--- src/rtl/fifo_param_pkg.sv ---
// Shared types for the parametrised FIFO: the per-cycle operation derived
// from the enqueue/dequeue handshakes.
package fifo_param_pkg;

   // Encoded as {deq_fire, enq_fire} so a plain cast maps handshakes onto it.
   typedef enum logic [1:0] {
      OP_NONE = 2'b00,
      OP_ENQ  = 2'b01,
      OP_DEQ  = 2'b10,
      OP_BOTH = 2'b11
   } fifo_op_e;

   function automatic fifo_op_e fifo_op(input logic enq_fire, input logic deq_fire);
      return fifo_op_e'({deq_fire, enq_fire});
   endfunction

endpackage

--- src/rtl/fifo_wrap_ptr.sv ---
// Circular index 0..DEPTH-1 with explicit wrap, so DEPTH need not be a power of 2.
module fifo_wrap_ptr #(
   parameter int DEPTH = 4,
   localparam int PW = $clog2(DEPTH)
) (
   input  logic          clk,
   input  logic          reset,
   input  logic          clr,
   input  logic          inc,
   output logic [PW-1:0] ptr
);

   always_ff @(posedge clk or posedge reset) begin
      if (reset)
         ptr <= '0;
      else if (clr)
         ptr <= '0;
      else if (inc)
         ptr <= (ptr == PW'(DEPTH - 1)) ? '0 : ptr + PW'(1);
   end

endmodule

--- src/rtl/fifo_param.sv ---
// Parametrised synchronous FIFO with val/rdy handshakes, occupancy count,
// almost-full/almost-empty flags and synchronous flush. Outputs depend on registers only.
module fifo_param
   import fifo_param_pkg::*;
#(
   parameter int WIDTH     = 32,
   parameter int DEPTH     = 4,
   parameter int AF_THRESH = 3,
   parameter int AE_THRESH = 1
) (
   input  logic                       clk,
   input  logic                       reset,
   input  logic                       flush,
   input  logic                       enq_val,
   input  logic [WIDTH-1:0]           enq_data,
   output logic                       enq_rdy,
   output logic                       deq_val,
   output logic [WIDTH-1:0]           deq_data,
   input  logic                       deq_rdy,
   output logic [$clog2(DEPTH+1)-1:0] count,
   output logic                       almost_full,
   output logic                       almost_empty
);

   localparam int PW = $clog2(DEPTH);
   localparam int CW = $clog2(DEPTH + 1);

   if (DEPTH < 2) begin : g_bad_depth
      $error("fifo_param: DEPTH must be >= 2");
   end
   if (AF_THRESH < 1 || AF_THRESH > DEPTH) begin : g_bad_af
      $error("fifo_param: AF_THRESH must be in 1..DEPTH");
   end
   if (AE_THRESH < 0 || AE_THRESH > DEPTH - 1) begin : g_bad_ae
      $error("fifo_param: AE_THRESH must be in 0..DEPTH-1");
   end

   logic [WIDTH-1:0] mem [DEPTH];
   logic [PW-1:0]    wr_ptr;
   logic [PW-1:0]    rd_ptr;
   logic             enq_fire;
   logic             deq_fire;

   // Flush wins over both handshakes: whatever is presented that cycle is dropped.
   assign enq_fire = enq_val & enq_rdy & ~flush;
   assign deq_fire = deq_val & deq_rdy & ~flush;

   fifo_wrap_ptr #(.DEPTH(DEPTH)) u_wr_ptr (
      .clk   (clk),
      .reset (reset),
      .clr   (flush),
      .inc   (enq_fire),
      .ptr   (wr_ptr)
   );

   fifo_wrap_ptr #(.DEPTH(DEPTH)) u_rd_ptr (
      .clk   (clk),
      .reset (reset),
      .clr   (flush),
      .inc   (deq_fire),
      .ptr   (rd_ptr)
   );

   always_ff @(posedge clk) begin
      if (enq_fire)
         mem[wr_ptr] <= enq_data;
   end

   always_ff @(posedge clk or posedge reset) begin
      if (reset)
         count <= '0;
      else if (flush)
         count <= '0;
      else begin
         case (fifo_op(enq_fire, deq_fire))
            OP_ENQ:  count <= count + CW'(1);
            OP_DEQ:  count <= count - CW'(1);
            default: count <= count;
         endcase
      end
   end

   assign enq_rdy      = (count != CW'(DEPTH));
   assign deq_val      = (count != '0);
   assign deq_data     = deq_val ? mem[rd_ptr] : '0;
   assign almost_full  = (count >= CW'(AF_THRESH));
   assign almost_empty = (count <= CW'(AE_THRESH));

endmodule

--- config.mk ---
export PLATFORM = sky130hd
export DESIGN_NAME = fifo_param
export DESIGN_NICKNAME = d
export VERILOG_FILES = /design/src/rtl/fifo_param_pkg.sv /design/src/rtl/fifo_wrap_ptr.sv /design/src/rtl/fifo_param.sv
export SDC_FILE = /design/constraint.sdc
export NUM_CORES = 1
export LEC_CHECK = 0
export CORE_AREA = 2 2 108 110
export CTS_CLUSTER_SIZE = 14
export DETAILED_ROUTE_END_ITERATION = 12
export DIE_AREA = 0 0 110 112
export HOLD_SLACK_MARGIN = 0.15
export PLACE_DENSITY_LB_ADDON = 0.25
export SETUP_SLACK_MARGIN = 0.3
export SKIP_CTS_REPAIR_TIMING = 1
export SYNTH_ARGS = -nofsm -noshare
export SYNTH_HDL_FRONTEND = slang
export SYNTH_HIERARCHICAL = 1
export SYNTH_SLANG_ARGS = --single-unit
--- constraint.sdc ---
create_clock -name clk -period 4 [get_ports clk]
set_input_delay 0.8 -clock clk [delete_from_list [all_inputs] [get_ports clk]]
set_output_delay 0.8 -clock clk [all_outputs]
set_load 0.02 [all_outputs]
# After elaboration in Yosys (flattened, before gate mapping)
# Memory sizes are Yosys's and may differ from the RTL's.
# Cells that the tools add are included.
# Widths: inputs -> output; s select.
# word_totals
ram_bits,128
ff_bits,7
input_bits,37
word_cells,35
output_inout_bits,39
n_memories,1
# mem_list
memory,depth,word_bits,read_ports,rd_ports_with_merged_regs,wr,line_no,text
mem,4,32,1,0,1,fifo_param.sv:38,logic [WIDTH-1:0] mem [DEPTH];
# classes
n_mux,11
n_reduce_logical,4
bitwise,5
n_lt_le_gt_ge,2
addsub,4
eq_ne,5
# op_table
operator,count
$mux 32,1
$mux 2,6
$eq 2x2->1 const B,3
$pmux 3 s2,1
$reduce_bool 3->1,2
$add 2x1->2 const B,2
$and 1x1->1,4
$reduce_bool 2->1,2
$add 3x1->3 const B,1
$ge 3x2->1 const B,1
$le 3x1->1 const B,1
$mux 3,1
$ne 3x3->1 const B,1
$sub 3x1->3 const B,1
$eq 2x1->1 const B,1
$mux 1,2
$not 1->1,1

# Logic depth before layout (Yosys ltp)
# depth
ltp_word,6
ltp_mapped,8
ltp_nobuf,7

# Cells and area by module
# Netlist, hierarchy kept.
# by_module_without_submodules
mod,area_per_inst_um2,cells_each,seq_area_each_um2,n_inst
fifo_param,5167.5,243,3918.8,1
fifo_wrap_ptr,103.8,9,50.0,2

# Least setup slack after synthesis
# Ideal clock, no wire load.
# synth_path
path_kind,flip-flop to flip-flop
from,reg count[0]
to,"mem mem[1][0], enable pin"
t_required_ns,3.532
period_less_slack_ns,4.241
arrival_ns,3.773
path_stages_with_launch,6
setup_ns,0.468
path_buffers,0
setup_slack_ns,-0.241
path_cell_list,dfrtp_1 > inv_1 > ha_1 > nand2_1 > nand3b_1 > nor3b_1
# synth_between
elab_chain_cells,5
# synth_rtl
element,line_no,text
from (decl),fifo_param.sv:20,"output logic [$clog2(DEPTH+1)-1:0] count,"
from (signal assigned),fifo_param.sv:76,OP_ENQ: count <= count + CW'(1);
from (signal assigned),fifo_param.sv:77,OP_DEQ: count <= count - CW'(1);
from (signal assigned),fifo_param.sv:78,default: count <= count;
$ne 3x3->1,fifo_param.sv:83,assign enq_rdy = (count != CW'(DEPTH));
net enq_rdy,fifo_param.sv:16,"output logic enq_rdy,"
$and 1x1->1 (2 in series),fifo_param.sv:45,assign enq_fire = enq_val & enq_rdy & ~flush;
$mux 1,fifo_param.sv:65,if (enq_fire)
$mux 1 (not written as such),fifo_param.sv:66,mem[wr_ptr] <= enq_data;
to (decl),fifo_param.sv:38,
# The timed path passes the listed nets, and every way through them passes these cells.

# Worst setup path after layout
# layout_path
from,reg u_rd_ptr.ptr[0]
to,out deq_data[30]
# layout_between
elab_chain_cells,2
# layout_rtl
element,line_no,text
from (decl),fifo_wrap_ptr.sv:10,output logic [PW-1:0] ptr
from (signal assigned),fifo_wrap_ptr.sv:19,ptr <= (ptr == PW'(DEPTH - 1)) ? '0 : ptr + PW'(1);
$mem_v2 4x32,-,
$mux 32,fifo_param.sv:85,assign deq_data = deq_val ? mem[rd_ptr] : '0;
to (decl),fifo_param.sv:18,"output logic [WIDTH-1:0] deq_data,"
# No other way between the ends.

==> impl_metrics.toml <==
[timing]
final.period_utilization_pct = 85.46
whs_ns = 0.6227
slew_headroom_pct = 44.13
setup_viol = 0
slew_violations = 0
hold_viol_final = 0
fin_crit_ns = 3.418
rsz0062_at_grt = "no"
fmax_mhz = 292.6
setup_tns_ns = 0
worstMarginPinSlew_ns = 0.8380
finClkSkew_ns = 0.004048

[global_routing]
antenna_found_initial = 0
grt.total_usage_pct = 16.85
use_met2_pct = 27.20
grt_first_pass_wirelength_um = 14720
met1_usage_pct = 21.74
grt_pass1_vias = 2791
grt_remaining_overflow = 0
grt_start_max_net_pins = 37
grtUsageMet3_pct = 5.094
grt_busiest_layer = "met2"

[synthesis]
syn_avg_cell_area_um2 = 20.59
seq_area_frac_synth_pct = 74.77
syn-num-nets = 305
async_flop_share_pct = 5.185
synthesis.area_um2 = 5375
ys.warnings.count = 6
synth_edf_count = 128
ys_ff_latch = 135
ys.flop_type = "edfxtp_1"
yosysUniqueCellTypes = 32
synth_cells = 261

[place]
numPortBuffers = 75
gp_congestion = 0.7536
hpwl_um = 5567

[setup_path]
crit_path_max_incr_delay_ns = 0.69
crit_path_top_delay_cell = "dfrtp_2"
worstSetupEndpointType = "output port"
crit_buf_inv = 2
crit_fanout = 22
worstPathRequired_ns = 3.20
crit_chain = "buf_12 -> mux4_2 -> and2_1 -> clkdlybuf4s50_1"
critPathTopFamily = "buffers and inverters"
worst_setup_path_start_kind = "flip-flop"
crit_arrival_ns = 2.62
path_class = "flip-flop to output port"

[die]
die-height_um = 112
rows = 39
ios = 76
core-area_um2 = 11170
start_util_pct = 48.10
dieArea_um2 = 12320
fp.dieW_um = 110

[route]
drt_wl_total_um = 9371
vias = 2669
drt_iter0_markers = 140
vias_per_cell = 5.285
drtAntennaViolNets = 0
drc = 0
post_drt_wl_per_cell_um = 18.56
dr.pass1.iters = 4

[cells_and_area]
drive_above_1_share_pct = 21.27
final-seq-area_um2 = 4021
n_antenna_cell = 0
layout_commonest_cell = "edfxtp_1"
area_growth_pct = 28.72
nets = 394
multi_input_area_um2 = 1296
final_cell_mix = "edfxtp_1, clkdlybuf4s50_1, mux4_2, and2_1, clkbuf_16"
num-fill-cells = 817

[cts]
cts.path.max_buffers = 2
clock_latency_ns = 0.40
cts_tree = "yes"
root_buffer = "clkbuf_16"
htreeDepth = 4
numCtsBuffers = 17
cts.sinks = 135
path_clk_slew_ns = 0.05

[power]
power_density_nw_per_um2 = 614.5
ir_drop_uv = 326.3
p_leak_uw = 0.002274

[min_path]
hold_class = "flip-flop to flip-flop"

[outcome]
outcome = "complete, no violations"

[flow_run]
cap_violations = 0
-- state kept, by name, indices dropped and copies added, names as in the netlist --
name / cells
mem: 128
u_wr_ptr/ptr: 2
u_rd_ptr/ptr: 2
count: 3
-- layer usage --
metal,share of wire (%),vias up
met5,0,-
met1,42,1379
met2,52,62
met4,1.1,0
li1,-,1220
met3,4.8,8
-- path summary, 6_finish.rpt --
path	start	end	slack, ns	cells after the start
hold reg to reg	count[1]	count[1]	0.62	2
min in group asynchronous	reset	u_wr_ptr/ptr[1]	0.64	2
setup reg to reg	count[0]	mem[3][27]	1.50	7
max in group asynchronous	reset	count[1]	3.20	2
setup / recovery	u_rd_ptr/ptr[0]	deq_data[30]	0.58	4
hold / removal	count[1]	count[1]	0.62	2
-- worst register-to-register path, cell delays in order, from the launching register on --
cell      delay (ns)
dfrtp_1         0.39
inv_1           0.13
ha_1            0.27
nand2_1         0.11
nand3b_1        0.35
inv_2           0.24
and3_2          0.47
buf_12          0.24
-- cell type report --
class / instances / area share (%)
clock buffers: 19 / 6.257
clock inverters: 12 / 1.953
inverters: 7 / 0.3797
multi-input cells: 107 / 18.73
flip-flops and latches: 135 / 58.12
well taps: 143 / 2.586
repair buffers: 82 / 11.97
-- report_power, final --
part	total [uW]	internal (uW)	switching, uW	leakage (uW)
combinational	1120	554	569	0.000747
clock	1470	962	512	0.000274
sequential	1650	1610	45.9	0.00125
total	4250	3120	1130	0.00227
-- cell usage after synthesis, drive strengths merged, types with 2 or more instances --
master  instances  area (um^2)
or3b            2        17.52
ha              7        87.58
a21oi           5        32.53
and2           33        209.0
nand2           2        7.510
mux4           32        720.7
mux2i           2        20.02
inv             7        26.27
xnor2           2        17.52
o21ai           2        10.01
clkbuf          4        15.01
dfrtp           7        175.2
a211oi          2        15.01
buf             8        50.05
nand2b          3        26.27
nor2            6        22.52
edfxtp        128         3844
-- cell families (layout without fill, tap and decap cells) --
| group | Yosys count | after routing | share of synthesized area, % |
|---|---|---|---|
| mux | 35 | 35 | 13.99 |
| flops | 135 | 135 | 74.77 |
| compound gates | 10 | 10 | 1.350 |
| buf+inv | 19 | 120 | 1.699 |
| fa+ha+maj | 8 | 8 | 1.839 |
| xor+xnor | 2 | 2 | 0.3259 |
| simple gates | 52 | 52 | 6.029 |
-- stage by stage --
stage          total power, uW  std cells  util [%]  setup WS (ns)  instance area, um^2
2_1_floorplan             2324        261         -         0.6579                 5385
3_3_place_gp              2816        474     56.84         0.9166                 6351
3_5_place_dp              2825        474     56.84         0.8140                 6351
4_1_cts                   4308        505     61.92         0.4906                 6919
5_1_grt                   4438        505     61.92         0.4082                 6919
6_report                  4252        505     61.92         0.5818                 6919
No activity file was read; power rests on OpenSTA's default activity.
